### src/rtl/riscv_pkg.sv
// Shared RISC-V constants for the IF/ID pipeline register and its load-use hazard logic.
package riscv_pkg;

    localparam logic [31:0] NOP_INSTR = 32'h0000_0013;

    localparam logic [6:0] OP_LOAD   = 7'b000_0011;
    localparam logic [6:0] OP_IMM    = 7'b001_0011;
    localparam logic [6:0] OP_STORE  = 7'b010_0011;
    localparam logic [6:0] OP_R      = 7'b011_0011;
    localparam logic [6:0] OP_BRANCH = 7'b110_0011;
    localparam logic [6:0] OP_LUI    = 7'b011_0111;
    localparam logic [6:0] OP_AUIPC  = 7'b001_0111;
    localparam logic [6:0] OP_JAL    = 7'b110_1111;
    localparam logic [6:0] OP_JALR   = 7'b110_0111;

endpackage

### src/rtl/hazard_detect.sv
// Combinational load-use hazard detection between the IF/ID instruction and a load sitting in ID/EX.
module hazard_detect
    import riscv_pkg::*;
(
    input  logic       valid,
    input  logic [6:0] opcode,
    input  logic [4:0] rs1,
    input  logic [4:0] rs2,
    input  logic       id_ex_memread,
    input  logic [4:0] id_ex_register_rd,
    output logic       hazard
);

    logic uses_rs1;
    logic uses_rs2;
    logic rs1_match;
    logic rs2_match;

    // Only U/J formats ignore rs1; unknown opcodes are treated conservatively as readers.
    always_comb begin
        uses_rs1 = 1'b1;
        uses_rs2 = 1'b0;
        if ((opcode == OP_LUI) || (opcode == OP_AUIPC) || (opcode == OP_JAL)) begin
            uses_rs1 = 1'b0;
        end
        if ((opcode == OP_R) || (opcode == OP_STORE) || (opcode == OP_BRANCH)) begin
            uses_rs2 = 1'b1;
        end
    end

    assign rs1_match = uses_rs1 && (rs1 == id_ex_register_rd);
    assign rs2_match = uses_rs2 && (rs2 == id_ex_register_rd);

    assign hazard = valid && id_ex_memread && (id_ex_register_rd != 5'd0)
                    && (rs1_match || rs2_match);

endmodule

### src/rtl/if_id_hazard.sv
// IF/ID pipeline register with load-use stall, branch flush and saturating event counters.
module if_id_hazard #(
    parameter int          XLEN      = 32,
    parameter logic [31:0] NOP_INSTR = riscv_pkg::NOP_INSTR,
    parameter int          CNT_W     = 16
) (
    input  logic             clk,
    input  logic             rst_n,
    input  logic [XLEN-1:0]  pc_in,
    input  logic [31:0]      instr_in,
    input  logic             branch_taken,
    input  logic             id_ex_memread,
    input  logic [4:0]       id_ex_register_rd,
    output logic [XLEN-1:0]  if_id_pc,
    output logic [31:0]      if_id_instr,
    output logic [4:0]       if_id_register_rs1,
    output logic [4:0]       if_id_register_rs2,
    output logic [4:0]       if_id_register_rd,
    output logic             if_id_valid,
    output logic             pc_write,
    output logic             control_bubble,
    output logic [CNT_W-1:0] stall_count,
    output logic [CNT_W-1:0] flush_count
);

    logic            hazard;
    logic            flush;
    logic            stall;
    logic [XLEN-1:0] pc_reg;
    logic [31:0]     instr_reg;
    logic            valid_reg;

    hazard_detect u_hazard_detect (
        .valid             (valid_reg),
        .opcode            (instr_reg[6:0]),
        .rs1               (instr_reg[19:15]),
        .rs2               (instr_reg[24:20]),
        .id_ex_memread     (id_ex_memread),
        .id_ex_register_rd (id_ex_register_rd),
        .hazard            (hazard)
    );

    // A redirect overrides the stall: the stalled instruction is on the wrong path anyway.
    assign flush = branch_taken;
    assign stall = hazard && !branch_taken;

    assign pc_write       = ~hazard | branch_taken;
    assign control_bubble = hazard | branch_taken;

    always_ff @(posedge clk) begin
        if (!rst_n) begin
            pc_reg    <= '0;
            instr_reg <= NOP_INSTR;
            valid_reg <= 1'b0;
        end else if (flush) begin
            pc_reg    <= pc_in;
            instr_reg <= NOP_INSTR;
            valid_reg <= 1'b0;
        end else if (!stall) begin
            pc_reg    <= pc_in;
            instr_reg <= instr_in;
            valid_reg <= 1'b1;
        end
    end

    assign if_id_pc           = pc_reg;
    assign if_id_instr        = instr_reg;
    assign if_id_valid        = valid_reg;
    assign if_id_register_rs1 = instr_reg[19:15];
    assign if_id_register_rs2 = instr_reg[24:20];
    assign if_id_register_rd  = instr_reg[11:7];

    // Slot 0 counts stalls, slot 1 counts flushes; stall is already masked by flush.
    logic [1:0]            event_hit;
    logic [1:0][CNT_W-1:0] cnt_bus;

    assign event_hit = {flush, stall};

    genvar gi;
    generate
        for (gi = 0; gi < 2; gi++) begin : g_cnt
            logic [CNT_W-1:0] cnt_reg;

            always_ff @(posedge clk) begin
                if (!rst_n) begin
                    cnt_reg <= '0;
                end else if (event_hit[gi] && (cnt_reg != {CNT_W{1'b1}})) begin
                    cnt_reg <= cnt_reg + {{(CNT_W-1){1'b0}}, 1'b1};
                end
            end

            assign cnt_bus[gi] = cnt_reg;
        end
    endgenerate

    assign stall_count = cnt_bus[0];
    assign flush_count = cnt_bus[1];

endmodule

### config.mk
export PLATFORM = sky130hd
export DESIGN_NAME = if_id_hazard
export DESIGN_NICKNAME = d
export VERILOG_FILES = /design/src/rtl/riscv_pkg.sv /design/src/rtl/hazard_detect.sv /design/src/rtl/if_id_hazard.sv
export SDC_FILE = /design/constraint.sdc
export NUM_CORES = 1
export LEC_CHECK = 0
export CORE_MARGIN = 2
export CORE_UTILIZATION = 43
export CTS_BUF_LIST = sky130_fd_sc_hd__clkbuf_8
export CTS_CLUSTER_SIZE = 12
export DETAILED_ROUTE_END_ITERATION = 16
export PLACE_DENSITY = 0.82
export SKIP_LAST_GASP = 1
export SYNTH_ARGS = -nofsm -noshare
export SYNTH_HDL_FRONTEND = slang
export SYNTH_SLANG_ARGS = --single-unit
### constraint.sdc
create_clock -name clk -period 3.2 [get_ports clk]
set_input_delay 0.32 -clock clk [delete_from_list [all_inputs] [get_ports clk]]
set_output_delay 0.32 -clock clk [all_outputs]
set_load 0.01 [all_outputs]
==> impl_metrics.yaml <==
outcome:
  status: "finished clean"
clocking:
  cts_tree: "yes"
  cts_setup_buffers: 0
  clock-root-buffer: "clkbuf_8"
  cts_made_buffers: 9
  cts.sink_count: 97
  h-tree-depth: 3
  cts_hold_buf: 0
  clk_pin_slew_ns: 0.10
  clk-insertion-delay-late_ns: 0.35
  post_cts_resized: 0
  ctsLongestPathBuffers: 2
die:
  core_um2: 9330
  ios: 187
  die_h_um: 103
  initial_core_util_pct: 44.8
  fp.dieW_um: 103
  dieArea_um2: 10500
  rows: 35
routing:
  ant_nets: 0
  routed-wl-met2_mm: 6.18
  drc: 0
  vias_per_cell: 5.08
  drt_iter0_drc: 130
  vias: 4116
  wl_per_cell_um: 14.7
  dr.pass1.iters: 4
  dr_wl_met3_um: 686
  wl_met1_mm: 4.91
  routed_wl_mm: 11.9
  highest_layer: "met4"
sta:
  drv_slew: 0
  timing.slew.headroom_pct: 40.9
  holdWs_ns: 0.459
  finalSetupViolCount: 0
  fin_worst_skew_ns: 0.0219
  finalCritPeriodShare_pct: 89.5
  rsz0062_at_grt: "no"
  worst_pin_slew_ns: 0.885
  setup_tns_ns: 0
  clock.fmax_ghz: 0.349
  fin_crit_ns: 2.86
  hold_viol: 0
finish:
  nets: 752
  layout_common_cells: "clkdlybuf4s50_1 (186), nand2_1 (113), dfxtp_1 (97)"
  syn2layout_area_growth_pct: 49.1
  antenna_cells: 0
  fin_cells: 811
  final_layout_size_suffix_gt1_share_pct: 4.84
  final_common_cell: "clkdlybuf4s50_1"
grt:
  grt_pass1_wl_mm: 18.4
  gr-usage-all-layers_pct: 21.9
  grt_max_degree: 65
  grt_pass1_vias: 3906
  overflow: 0
  antenna_found_initial: 0
critical_path:
  cp_max_fo: 4
  path_cells: "or3b_1 > nor4_2 > nand4_2 > a211o_1 > clkdlybuf4s50_1"
  worstPathRequired_ns: 2.88
  critPathArrivalTime_ns: 2.54
  end_kind: "output port"
  critPathSlowestCell: "clkdlybuf4s50_1"
  cp_slowest_stage_delay_ns: 0.50
  start_kind: "flop"
  crit_type: "flop to output port"
synth:
  ys_ff_latch: 97
  synthesis.area_um2: 4180
  synthCells: 518
  ys_seq_area_share_pct: 46.5
  ys.warnings.count: 0
  synth_fa_ha_area_share_pct: 0.599
  synth-xor-area-share_pct: 4.40
  ys_types: 42
  synth_area_per_cell_um2: 8.06
  yosys.area_share.simple_pct: 27.0
  muxShareOfSynthArea_pct: 2.40
  synth_nets: 593
  synth_compound_area_share_pct: 12.7
  synth_top_family_by_area: "simple AND/OR/NAND/NOR gates"
flow_run:
  cap_violations: 0
placed_design:
  gp_congestion: 0.815
  io_buffer_count: 186
  post-dp-hpwl_mm: 8.72
  place_inst: 795
pwr:
  ir_worst_vdd_v: 0.000238
  leakagePower_nw: 2.27
  powerDensity_nw_per_um2: 385
min_path:
  hp-class: "flop to flop"
## state kept, by name (all words and copies together), names as in the netlist
signal,count
flush_count,16
if_id_instr,32
if_id_pc,32
if_id_valid,1
stall_count,16
## worst max-delay path: cells and delay by family (launching register included)
family          cells  cell delay [ns]
simple gates        3             0.91
buf+inv             1             0.50
compound gates      1             0.40
flops               1             0.38
## logic make-up (layout without fill, tap and decap cells)
logic type,after synthesis,count (layout)
adders and majority gates,2,2
buffers and inverters,52,216
muxes,10,10
xor gates and xnor gates,21,21
and+or+nand+nor,240,240
AOI/OAI and AO/OA,96,96
DFF,97,97
## layout make-up
cell class | instances | area [um^2]
Clock buffer | 9 | 124
Sequential cell | 97 | 1940
Timing Repair Buffer | 193 | 1910
Fill cell | 768 | 3100
Inverter | 7 | 26.3
Clock inverter | 7 | 68.8
Multi-Input combinational cell | 369 | 1990
Tap cell | 129 | 161
## final timing paths
check / from / endpoint / slack, ns / cells past startpoint
hold reg to reg: if_id_pc[19] / if_id_pc[19] / 0.46 / 2
hold / removal: if_id_pc[19] / if_id_pc[19] / 0.46 / 2
setup / recovery: if_id_instr[5] / pc_write / 0.34 / 5
setup reg to reg: if_id_instr[5] / stall_count[3] / 0.57 / 7
## metal layers
metal	vias to the layer above	GRT usage, %
li1	2068	-
met1	1920	27.0
met2	120	37.8
met3	8	5.02
met4	0	7.38
met5	-	0
## synthesized netlist by cell type
cell | instances | area (um^2)
nand2b_1 | 8 | 50.1
o311ai_0 | 1 | 8.76
nor3_1 | 7 | 35.0
o211ai_1 | 3 | 22.5
clkbuf_1 | 25 | 93.8
buf_4 | 15 | 113
dfxtp_1 | 97 | 1940
and4_1 | 3 | 26.3
nor3b_1 | 2 | 15.0
mux2i_1 | 10 | 100
nand2_1 | 113 | 424
a41o_1 | 1 | 10.0
xor2_1 | 7 | 61.3
nand3_1 | 47 | 235
nor4_1 | 2 | 12.5
o32a_1 | 1 | 10.0
ha_1 | 2 | 25.0
xnor2_1 | 14 | 123
nor2_1 | 26 | 97.6
a211o_1 | 1 | 8.76
o21ai_0 | 38 | 190
nand4_1 | 3 | 18.8
inv_2 | 2 | 7.51
a31o_2 | 1 | 8.76
buf_1 | 3 | 11.3
buf_6 | 2 | 22.5
a21oi_1 | 45 | 225
or2_2 | 2 | 12.5
o2111ai_1 | 1 | 8.76
o32ai_2 | 1 | 16.3
or3_1 | 8 | 50.1
or4_1 | 3 | 22.5
and3_1 | 7 | 43.8
and2_1 | 2 | 12.5
nor4_2 | 2 | 25.0
or3b_2 | 1 | 8.76
inv_1 | 5 | 18.8
a31oi_1 | 1 | 6.26
o31ai_1 | 2 | 15.0
nor4b_1 | 2 | 17.5
or3b_1 | 1 | 8.76
nand4_2 | 1 | 12.5
## through the flow
step                      instance area, um^2  setup slack, ns  power, W  utilization [%]
after detailed placement                 6030            0.346   0.00163             64.7
after CTS                                6230            0.293   0.00242             66.8
after global placement                   6030            0.388   0.00162             64.7
after global routing                     6230            0.218   0.00250             66.8
final                                    6230            0.338   0.00240             66.8
after floorplan                          4180            0.841   0.00142                -
## report_power, final
group          switching [W]  internal (W)
registers          0.0000319       0.00125
clock network       0.000436      0.000363
logic               0.000126      0.000191
No activity file was read; power rests on OpenSTA's default activity.
